<file path="src/rtl/riskbes_pkg.sv">
// Shared definitions for the riskbes 5-stage pipeline.
package riskbes_pkg;

    localparam int unsigned XLEN = 32;
    localparam logic [31:0] NOP_INSTR = 32'h0000_0013;

    typedef enum logic {
        StResetWait,
        StFetch
    } fetch_state_e;

endpackage

</file>
<file path="src/rtl/fetch_fifo.sv">
// Synchronous FIFO of {pc, instr} pairs feeding the IF/ID register; flush empties it in one cycle.
module fetch_fifo #(
    parameter int unsigned Depth = 4,
    parameter int unsigned Width = 32
) (
    input  logic                   clk_i,
    input  logic                   rst_ni,
    input  logic                   flush_i,
    input  logic                   push_i,
    input  logic [Width-1:0]       push_pc_i,
    input  logic [Width-1:0]       push_instr_i,
    input  logic                   pop_i,
    output logic [$clog2(Depth):0] count_o,
    output logic                   empty_o,
    output logic [Width-1:0]       head_pc_o,
    output logic [Width-1:0]       head_instr_o
);

    localparam int unsigned AW = $clog2(Depth);

    logic [Width-1:0] r_pc_mem    [Depth];
    logic [Width-1:0] r_instr_mem [Depth];
    logic [AW-1:0]    r_rd_ptr;
    logic [AW-1:0]    r_wr_ptr;
    logic [AW:0]      r_count;

    always_ff @(posedge clk_i or negedge rst_ni) begin
        if (!rst_ni) begin
            r_rd_ptr <= '0;
            r_wr_ptr <= '0;
            r_count  <= '0;
        end else if (flush_i) begin
            r_rd_ptr <= '0;
            r_wr_ptr <= '0;
            r_count  <= '0;
        end else begin
            if (push_i) r_wr_ptr <= r_wr_ptr + AW'(1);
            if (pop_i)  r_rd_ptr <= r_rd_ptr + AW'(1);
            r_count <= r_count + (AW+1)'(push_i) - (AW+1)'(pop_i);
        end
    end

    // Storage needs no reset; validity is tracked by r_count alone.
    always_ff @(posedge clk_i) begin
        if (push_i && !flush_i) begin
            r_pc_mem[r_wr_ptr]    <= push_pc_i;
            r_instr_mem[r_wr_ptr] <= push_instr_i;
        end
    end

    assign count_o      = r_count;
    assign empty_o      = (r_count == '0);
    assign head_pc_o    = r_pc_mem[r_rd_ptr];
    assign head_instr_o = r_instr_mem[r_rd_ptr];

endmodule

</file>
<file path="src/rtl/instruction_fetch_unit.sv">
// Fetch stage: issues in-order word requests under a credit limit, tags responses with their PC,
// buffers them for IF/ID and discards responses belonging to a stream killed by a redirect.
module instruction_fetch_unit #(
    parameter int unsigned        XLEN       = riskbes_pkg::XLEN,
    parameter logic [XLEN-1:0]    RESET_PC   = '0,
    parameter int unsigned        FIFO_DEPTH = 4
) (
    input  logic            clk_i,
    input  logic            rst_ni,
    input  logic            stall_i,
    input  logic            redirect_valid_i,
    input  logic [XLEN-1:0] redirect_pc_i,
    output logic            imem_req_valid_o,
    output logic [XLEN-1:0] imem_req_addr_o,
    input  logic            imem_req_ready_i,
    input  logic            imem_rsp_valid_i,
    input  logic [XLEN-1:0] imem_rsp_data_i,
    output logic            instr_valid_o,
    output logic [XLEN-1:0] instr_o,
    output logic [XLEN-1:0] pc_o
);

    import riskbes_pkg::*;

    localparam int unsigned CntW = $clog2(FIFO_DEPTH) + 1;

    fetch_state_e    r_state;
    fetch_state_e    w_state_next;
    logic [XLEN-1:0] r_fetch_pc;
    logic [XLEN-1:0] r_rsp_pc;
    logic [CntW-1:0] r_outstanding;
    logic [CntW-1:0] r_drop_cnt;
    logic [CntW-1:0] w_fifo_count;
    logic [CntW-1:0] w_in_flight;
    logic [CntW:0]   w_credit_sum;
    logic            w_req_hs;
    logic            w_rsp;
    logic            w_push;
    logic            w_pop;
    logic            w_fifo_empty;
    logic [XLEN-1:0] w_head_pc;
    logic [XLEN-1:0] w_head_instr;
    logic [XLEN-1:0] w_redirect_pc;

    always_ff @(posedge clk_i or negedge rst_ni) begin
        if (!rst_ni) r_state <= StResetWait;
        else         r_state <= w_state_next;
    end

    always_comb begin
        w_state_next = r_state;
        unique case (r_state)
            StResetWait: w_state_next = StFetch;
            StFetch:     w_state_next = StFetch;
            default:     w_state_next = StResetWait;
        endcase
    end

    // Credit covers buffered plus in-flight entries so a returning response always has room.
    assign w_credit_sum     = {1'b0, r_outstanding} + {1'b0, w_fifo_count};
    assign imem_req_valid_o = (r_state == StFetch) && (w_credit_sum < (CntW+1)'(FIFO_DEPTH));
    assign imem_req_addr_o  = r_fetch_pc;

    assign w_req_hs      = imem_req_valid_o && imem_req_ready_i;
    assign w_rsp         = imem_rsp_valid_i && (r_outstanding != '0);
    assign w_push        = w_rsp && !redirect_valid_i && (r_drop_cnt == '0);
    assign w_pop         = !w_fifo_empty && !stall_i && !redirect_valid_i;
    assign w_in_flight   = r_outstanding + CntW'(w_req_hs) - CntW'(w_rsp);
    assign w_redirect_pc = {redirect_pc_i[XLEN-1:2], 2'b00};

    always_ff @(posedge clk_i or negedge rst_ni) begin
        if (!rst_ni) begin
            r_fetch_pc    <= RESET_PC;
            r_rsp_pc      <= RESET_PC;
            r_outstanding <= '0;
            r_drop_cnt    <= '0;
        end else begin
            r_outstanding <= w_in_flight;
            if (redirect_valid_i) begin
                // Everything still in flight, including a request accepted now, is old-stream.
                r_fetch_pc <= w_redirect_pc;
                r_rsp_pc   <= w_redirect_pc;
                r_drop_cnt <= w_in_flight;
            end else begin
                if (w_req_hs) r_fetch_pc <= r_fetch_pc + XLEN'(4);
                if (w_push)   r_rsp_pc   <= r_rsp_pc + XLEN'(4);
                if (w_rsp && (r_drop_cnt != '0)) r_drop_cnt <= r_drop_cnt - CntW'(1);
            end
        end
    end

    fetch_fifo #(
        .Depth (FIFO_DEPTH),
        .Width (XLEN)
    ) u_fetch_fifo (
        .clk_i        (clk_i),
        .rst_ni       (rst_ni),
        .flush_i      (redirect_valid_i),
        .push_i       (w_push),
        .push_pc_i    (r_rsp_pc),
        .push_instr_i (imem_rsp_data_i),
        .pop_i        (w_pop),
        .count_o      (w_fifo_count),
        .empty_o      (w_fifo_empty),
        .head_pc_o    (w_head_pc),
        .head_instr_o (w_head_instr)
    );

    assign instr_valid_o = !w_fifo_empty;
    assign instr_o       = w_fifo_empty ? XLEN'(NOP_INSTR) : w_head_instr;
    assign pc_o          = w_fifo_empty ? '0 : w_head_pc;

`ifndef SYNTHESIS
    rsp_needs_outstanding: assert property (@(posedge clk_i) disable iff (!rst_ni)
        imem_rsp_valid_i |-> (r_outstanding != '0));
`endif

endmodule
</file>
<file path="config.mk">
export PLATFORM = sky130hd
export DESIGN_NAME = instruction_fetch_unit
export DESIGN_NICKNAME = d
export VERILOG_FILES = /design/src/rtl/riskbes_pkg.sv /design/src/rtl/fetch_fifo.sv /design/src/rtl/instruction_fetch_unit.sv
export SDC_FILE = /design/constraint.sdc
export NUM_CORES = 1
export LEC_CHECK = 0
export ABC_CLOCK_PERIOD_IN_PS = 3700
export CORE_ASPECT_RATIO = 1.25
export CORE_MARGIN = 2
export CORE_UTILIZATION = 50
export CTS_CLUSTER_SIZE = 16
export DETAILED_ROUTE_END_ITERATION = 10
export GPL_ROUTABILITY_DRIVEN = 0
export PLACE_DENSITY_LB_ADDON = 0.3
export SLEW_MARGIN = 10
export SYNTH_ARGS = -nofsm -noshare
export SYNTH_HDL_FRONTEND = slang
export SYNTH_SLANG_ARGS = --single-unit
</file>
<file path="constraint.sdc">
create_clock -name clk_i -period 3.7 [get_ports clk_i]
set_input_delay 0.74 -clock clk_i [delete_from_list [all_inputs] [get_ports clk_i]]
set_output_delay 0.74 -clock clk_i [all_outputs]
set_load 0.05 [all_outputs]
</file>
==> parameters.txt, run 1 <==
Parameter                              Value

Status
  Status    complete, no violations

Synth
  Seq cells post-synth    322
  Sequential fraction of the synthesis area    67.7%
  Area share of the largest cell type after synthesis    54.2%
  Number of flops mapped to enable cells by yosys    248
  Post-Synthesis Cell Area    13700 um2
  Main synth FF type    sky130_fd_sc_hd__edfxtp_1
  Async set-or-reset flop fraction in the synthesized netlist    23.0%
  Number of warnings issued by yosys    0
  Most used standard cell by instance count after synthesis    sky130_fd_sc_hd__edfxtp_1
  Main area contributors after synthesis    sky130_fd_sc_hd__edfxtp_1 54%, sky130_fd_sc_hd__dfrtp_1 13%, sky130_fd_sc_hd__mux4_2 10%
  Number of distinct library cell variants in the gate-level netlist after synthesis    51
  Avg Synthesized Cell Area    16.6 um2
  Post-Syn Instances    828
  Most common library cells after synthesis    248 x sky130_fd_sc_hd__edfxtp_1, 74 x sky130_fd_sc_hd__dfrtp_1, 62 x sky130_fd_sc_hd__mux4_2, 62 x sky130_fd_sc_hd__nor2b_1, 36 x sky130_fd_sc_hd__xnor2_1
  Cell accounting for the most synthesized area    sky130_fd_sc_hd__edfxtp_1

Critical path
  Crit. End Element    output port
  Data arrival at the endpoint of the critical path    2820 ps
  Slowest cell delay on critical path    730 ps
  Required time of the critical path    2960 ps
  Type of origin of the critical path    flop
  Critical path fanouts, max    23
  Number of cells on the worst reg-to-reg path    11
  Top delay family on crit path    buffers and inverters
  Critical path's slowest cell    sky130_fd_sc_hd__clkdlybuf4s50_1
  Cell breakdown of the critical path    buf_12, mux4_2, nor2b_1, clkdlybuf4s50_1
  Startpoint-to-endpoint class of the critical path    flop to output port
  Number of buffer and inverter stages on the critical path    2
  Number of cells on the critical path    4

STA
  Time the final worst path needs with I/O delays and setup    3560 ps
  Final worst clock skew    10.5 ps
  Final setup violation count    0
  Final hold violation count    0
  Post-route fraction of the period consumed by the critical path    96.2%
  Max Transition Viols Final    0
  Relative max-transition margin    44.2%
  Maximum frequency from static timing analysis    281 MHz
  Unrepaired setup endpoints after global routing    no
  Slew at the pin closest to its max-slew limit    837 ps
  Aggregate negative setup slack    0 ps

Clock tree
  Buffer cell driving the clock tree root    sky130_fd_sc_hd__clkbuf_16
  Maximum clock insertion buffer count    3
  Clk pin slew, worst setup/hold paths    60 ps
  Clock network latency to the later pin of the worst-skew pair    540 ps
  CTS tree    done
  Hold buffer count at CTS    0
  Maximum level of the CTS H-tree    1
  CTS Buf Count    30
  Num Clock Sinks    322

Pwr
  Power spent charging and discharging nets    3950 uW
  Max IR drop VDD    420 uV
  Static power due to leakage    0.00575 uW
  Switch share    34.4%
  Internal power    7530 uW
  Clock share of power    26.2%
  Power density over cell area    676 nW/um2
  Fraction of power consumed by sequential logic    38.4%
  Combinational group share of total power    35.4%

Placed design
  Estimated wirelength of the detail-placed design    18100 um
  Port buffer count    161
  Area after detailed placement    16000 um2

Global route
  Number of global-route vias before repair    7868
  Global-route wire length before repair    42700 um
  Largest net degree at the start of global routing    66
  Antenna violations before repair    0
  Gr usage total    18.9%
  Leftover overflow at the end of global routing    0

Drt
  DRT antenna net count    0
  Routed wire length    27300 um
  Routed len/inst    19.8 um
  Vias after detailed routing    7719
  Final routed DRC violation total    0
  Number of optimization iterations in the first detailed-route pass    6
  Number of DRC markers in iteration 0    447
  Vias per inst    5.59

Floorplanning
  Width of the chip    152 um
  Initial core utilization    51.1%
  Die Y-Extent    189 um
  I/O pin cnt    168
  Core Area    26900 um2
  Die footprint    28800 um2
  Std cell rows    67

Cells and area
  Synth-to-Final Area Change    23.5%
  Antenna cell count    0
  Final instance area    17000 um2
  NumNets Final    1099
  Share of post-route cells with drive strength above 1    18.6%
  Filler Cell Count    1962

Flow run
  Max-capacitance violation count    0

Worst hold path
  Path type of the worst min-delay path    input pin to asynchronous set/reset pin
sequential cells by signal (all words and copies together), names as in the netlist:
| name | flops |
|---|---|
| u_fetch_fifo.r_pc_mem | 120 |
| imem_req_addr_o | 30 |
| r_rsp_pc | 30 |
| r_state | 1 |
| u_fetch_fifo.count_o | 3 |
| r_outstanding | 3 |
| u_fetch_fifo.r_instr_mem | 128 |
| u_fetch_fifo.r_wr_ptr | 2 |
| u_fetch_fifo.r_rd_ptr | 2 |
| r_drop_cnt | 3 |
power by group through the flow:
stage,clock network (uW),registers [uW],logic [uW]
finish,3010,4410,4060
CTS,3080,4410,4140
global route,3220,4440,4310
detailed placement,0,4510,4070
global placement,0,4500,4040
floorplan,0,4510,2730
logic make-up after synthesis:
kind of cell | count (synthesis) | share of synthesized area (%)
DFF | 322 | 67.7
and+or+nand+nor | 234 | 10.1
muxes | 100 | 13.2
xor gates and xnor gates | 60 | 3.82
buffers and inverters | 59 | 1.80
AOI/OAI and AO/OA | 35 | 1.70
adders and majority gates | 16 | 1.57
other | 2 | 0.0547
metal layers:
metal  GRT usage (%)  routed length (um)
met1            24.7               11400
met2            33.0               13800
met3            2.59                1370
met4            5.93                 754
met5               0                   0
cells in the final DEF (no fill, tap or decap), drive strengths merged, types with 28 or more instances in the layout:
cell type,count
edfxtp,248
clkdlybuf4s50,159
dfrtp,74
nor2b,62
mux4,62
clkbuf,45
xnor2,36
mux2,34
buf,30
nand2,28
stage by stage:
| stage | hold WS [ps] | power [uW] | util (%) | instances | worst slack [ps] |
|---|---|---|---|---|---|
| after CTS | 300 | 11600 | 63.1 | 1381 | 74.8 |
| after global routing | 327 | 12000 | 63.1 | 1381 | 12.9 |
| after detailed placement | 543 | 8580 | 59.4 | 1325 | 537 |
| final | 300 | 11500 | 63.1 | 1381 | 140 |
| after global placement | 525 | 8530 | 59.4 | 1325 | 544 |
| after floorplan | 444 | 7240 | - | 831 | 611 |
final cells by class:
type                            count  area (um2)  area share [%]
Timing Repair Buffer              189        1970            11.6
Sequential cell                   322        9300            54.8
Clock buffer                       45         898            5.29
Inverter                           20        75.1           0.442
Tap cell                          345         432            2.54
Multi-Input combinational cell    450        4210            24.8
Clock inverter                     10        80.1           0.472
path summary, 6_finish.rpt:
kind                                                           to  slack [ps]                                 start
setup / recovery                                         pc_o[20]         140  u_fetch_fifo.r_rd_ptr[0]$_DFFE_PN0P_
hold / removal                    imem_req_addr_o[11]$_DFFE_PN0N_         300                                rst_ni
setup reg to reg                        r_drop_cnt[2]$_DFFE_PN0P_         890     u_fetch_fifo.count_o[2]$_DFF_PN0_
hold reg to reg            u_fetch_fifo.r_pc_mem[2][27]$_DFFE_PP_         560              r_rsp_pc[27]$_DFFE_PN0N_
max in group asynchronous                r_rsp_pc[25]$_DFFE_PN0N_        2690                                rst_ni
min in group clk_i         u_fetch_fifo.r_pc_mem[2][27]$_DFFE_PP_         560              r_rsp_pc[27]$_DFFE_PN0N_
repair_timing:
action | CTS | global route
gates resized for setup | 0 | 0
buffers inserted | 1 | 0
endpoints found under the setup margin | 33 | 0
No activity file was read; power rests on OpenSTA's default activity.
==> run 2, diff against run 1 <==
==> constraint.sdc (replaced) <==
create_clock -name clk_i -period 3.7 [get_ports clk_i]
set_input_delay 0.74 -clock clk_i [delete_from_list [all_inputs] [get_ports clk_i]]
set_output_delay 0.74 -clock clk_i [all_outputs]
set_load 0.01 [all_outputs]
==> run 2 against run 1 <==
Against the previous run:
- worst setup slack improved by 110 ps
- sequential power about the same
- combinational power is 29% lower
- design area decreased by 0.17%
- non-clock buffer count shrank 7
- count of clock-buffer cells in the layout fell by 6
- utilization decreased by 0.11 points
- clock power grew 4%
- critical path type unchanged
- critical endpoint is now instr_o[4]
- largest cell class unchanged
- highest routed layer unchanged
==> parameters.txt, run 2 (synthesis gave the netlist of run 1 again) <==
Parameter                              Value

Status
  Status    complete, no violations (unchanged)

Clock tree
  Buffer cell driving the clock tree root    sky130_fd_sc_hd__clkbuf_16 (unchanged)
  Clk pin slew, worst setup/hold paths    60 ps (about the same)
  Num Clock Sinks    322 (unchanged)
  Hold buffer count at CTS    0 (unchanged)
  Maximum clock insertion buffer count    3 (unchanged)
  Number of setup buffers added after CTS    0 (was 1)
  Clock network latency to the later pin of the worst-skew pair    540 ps (about the same)
  CTS Buf Count    31 (was 30)
  Maximum level of the CTS H-tree    1 (unchanged)
  Number of resized instances in the post-cts repair step    0 (unchanged)
  CTS tree    done (unchanged)

Critical path
  Worst R2R Setup Slack    870 ps (was 890 ps)
  Required time of the critical path    2960 ps (about the same)
  CP Capture Point    instr_o[4] (was pc_o[20])
  Type of origin of the critical path    flop (unchanged)
  Crit. End Element    output port (unchanged)
  Data arrival at the endpoint of the critical path    2710 ps (was 2820 ps)
  Critical path fanouts, max    11 (was 23)
  Number of cells on the worst reg-to-reg path    11 (unchanged)
  Startpoint-to-endpoint class of the critical path    flop to output port (unchanged)
  Endpoint of the worst register-to-register path    r_drop_cnt[2]$_DFFE_PN0P_ (unchanged)
  Launch point of the critical path    u_fetch_fifo.r_rd_ptr[0]$_DFFE_PN0P_ (unchanged)
  Launch instance of the worst register-to-register path    r_outstanding[2]$_DFF_PN0_ (was u_fetch_fifo.count_o[2]$_DFF_PN0_)

STA
  Final setup violation count    0 (unchanged)
  Max Transition Viols Final    0 (unchanged)
  Maximum frequency from static timing analysis    290 MHz (was 281 MHz)
  Time the final worst path needs with I/O delays and setup    3450 ps (was 3560 ps)
  Slew at the pin closest to its max-slew limit    1040 ps (was 837 ps)
  Post-route fraction of the period consumed by the critical path    93.4% (was 96.2%)
  Aggregate negative setup slack    0 ps (unchanged)
  Unrepaired setup endpoints after global routing    no (unchanged)
  Final worst clock skew    11.8 ps (was 10.5 ps)
  Final hold violation count    0 (unchanged)
  Relative max-transition margin    30.6% (was 44.2%)
  Worst hold slack    382 ps (was 300 ps)

Cells and area
  Filler Cell Count    1969 (was 1962)
  Share of post-route cells with drive strength above 1    18.2% (was 18.6%)
  NumNets Final    1093 (was 1099)
  Leading cell type in the layout, fill and taps excluded    sky130_fd_sc_hd__edfxtp_1 (unchanged)
  Number of flip-flops under the largest register name    128 (unchanged)
  Synth-to-Final Area Change    23.3% (was 23.5%)
  Antenna cell count    0 (unchanged)
  Multi-input logic area    4210 um2 (unchanged)
  Most frequent cells in the layout    248 x sky130_fd_sc_hd__edfxtp_1, 160 x sky130_fd_sc_hd__clkdlybuf4s50_1, 72 x sky130_fd_sc_hd__dfrtp_1 (was 248 x sky130_fd_sc_hd__edfxtp_1, 159 x sky130_fd_sc_hd__clkdlybuf4s50_1, 72 x sky130_fd_sc_hd__dfrtp_1)
  Reg with most FFs    u_fetch_fifo.r_instr_mem (unchanged)
  Sequential cell area in the final layout    9300 um2 (unchanged)
  Regs by FF count    u_fetch_fifo.r_instr_mem (128), u_fetch_fifo.r_pc_mem (120) (unchanged)

Global route
  Number of global-route vias before repair    7956 (was 7868)
  Leftover overflow at the end of global routing    0 (unchanged)
  Largest net degree at the start of global routing    66 (unchanged)
  Gr usage total    19.1% (was 18.9%)
  Global-route wire length before repair    43600 um (was 42700 um)
  Antenna violations before repair    0 (unchanged)

Floorplanning
  Std cell rows    67 (unchanged)
  Width of the chip    152 um (unchanged)
  Die footprint    28800 um2 (unchanged)
  I/O pin cnt    168 (unchanged)
  Core Area    26900 um2 (unchanged)
  Die Y-Extent    189 um (unchanged)
  Initial core utilization    51.1% (unchanged)

Drt
  Final routed DRC violation total    0 (unchanged)
  Vias after detailed routing    7665 (was 7719)
  Routed wire length    27600 um (was 27300 um)
  Routed len/inst    20.1 um (was 19.8 um)
  Number of optimization iterations in the first detailed-route pass    5 (was 6)
  Vias per inst    5.57 (was 5.59)
  DRT antenna net count    0 (unchanged)
  Number of DRC markers in iteration 0    447 (unchanged)

Pwr
  Clock share of power    30.0% (was 26.2%)
  Switch share    27.3% (was 34.4%)
  Combinational group share of total power    27.7% (was 35.4%)
  Power spent charging and discharging nets    2840 uW (was 3950 uW)
  Fraction of power consumed by sequential logic    42.3% (was 38.4%)
  Static power due to leakage    0.00573 uW (was 0.00575 uW)
  Power density over cell area    614 nW/um2 (was 676 nW/um2)
  Internal power    7570 uW (was 7530 uW)
  Max IR drop VDD    457 uV (was 420 uV)

Placed design
  Port buffer count    161 (unchanged)
  Estimated wirelength of the detail-placed design    18100 um (about the same)

Worst hold path
  Path type of the worst min-delay path    input pin to asynchronous set/reset pin (unchanged)

Flow run
  Max-capacitance violation count    0 (unchanged)
-- run 2: how the worst min path moves through the flow --
stage	from	end	slack, ps	depth (start not counted)
floorplan	rst_ni	imem_req_addr_o[10]$_DFFE_PN0N_	440	0
global route	rst_ni	imem_req_addr_o[11]$_DFFE_PN0N_	450	1
CTS	rst_ni	imem_req_addr_o[3]$_DFFE_PN0N_	400	1
detailed placement	r_rsp_pc[27]$_DFFE_PN0N_	u_fetch_fifo.r_pc_mem[0][27]$_DFFE_PP_	540	0
finish	rst_ni	imem_req_addr_o[11]$_DFFE_PN0N_	380	1
global placement	r_rsp_pc[27]$_DFFE_PN0N_	u_fetch_fifo.r_pc_mem[3][27]$_DFFE_PP_	540	0
-- run 2: metrics by stage --
step | instances | cell area (um2) | worst slack (ps) | total power (uW) | util [%]
finish | 1376 | 16900 | 246 | 10400 | 63.0
CTS | 1376 | 16900 | 195 | 10500 | 63.0
global placement | 1319 | 15900 | 648 | 7380 | 59.2
detailed placement | 1319 | 15900 | 609 | 7420 | 59.2
global route | 1376 | 16900 | 127 | 10900 | 63.0
floorplan | 831 | 13800 | 611 | 6090 | -
-- run 2: worst max-delay path, cell delays in order, from the launching register on --
cell                              delay, ps
sky130_fd_sc_hd__dfrtp_4                570
sky130_fd_sc_hd__buf_4                  300
sky130_fd_sc_hd__mux4_2                 520
sky130_fd_sc_hd__or2_2                  280
sky130_fd_sc_hd__clkdlybuf4s50_1        490
-- run 2: final cells by class --
class	instances	area share [%]
sequential	322	54.9
multi-input combinational	450	24.9
timing repair buffer	182	11.2
clock buffer	39	4.93
tap	345	2.55
clock inverter	18	1.09
inverter	20	0.443
-- run 2: per-layer routing --
layer / vias to the layer above / wire length, um / GRT usage, %
met5: - / 0 / 0
met4: 0 / 531 / 5.00
met3: 43 / 1530 / 2.77
met2: 249 / 14100 / 33.5
met1: 3848 / 11500 / 25.3
li1: 3525 / - / -
-- run 2: power groups by stage --
| stage | clock network, uW | registers [uW] | logic (uW) |
|---|---|---|---|
| 5_1_grt | 3330 | 4440 | 3140 |
| 3_5_place_dp | 0 | 4480 | 2950 |
| 6_report | 3120 | 4410 | 2880 |
| 4_1_cts | 3190 | 4410 | 2950 |
| 3_3_place_gp | 0 | 4470 | 2910 |
| 2_1_floorplan | 0 | 4390 | 1700 |
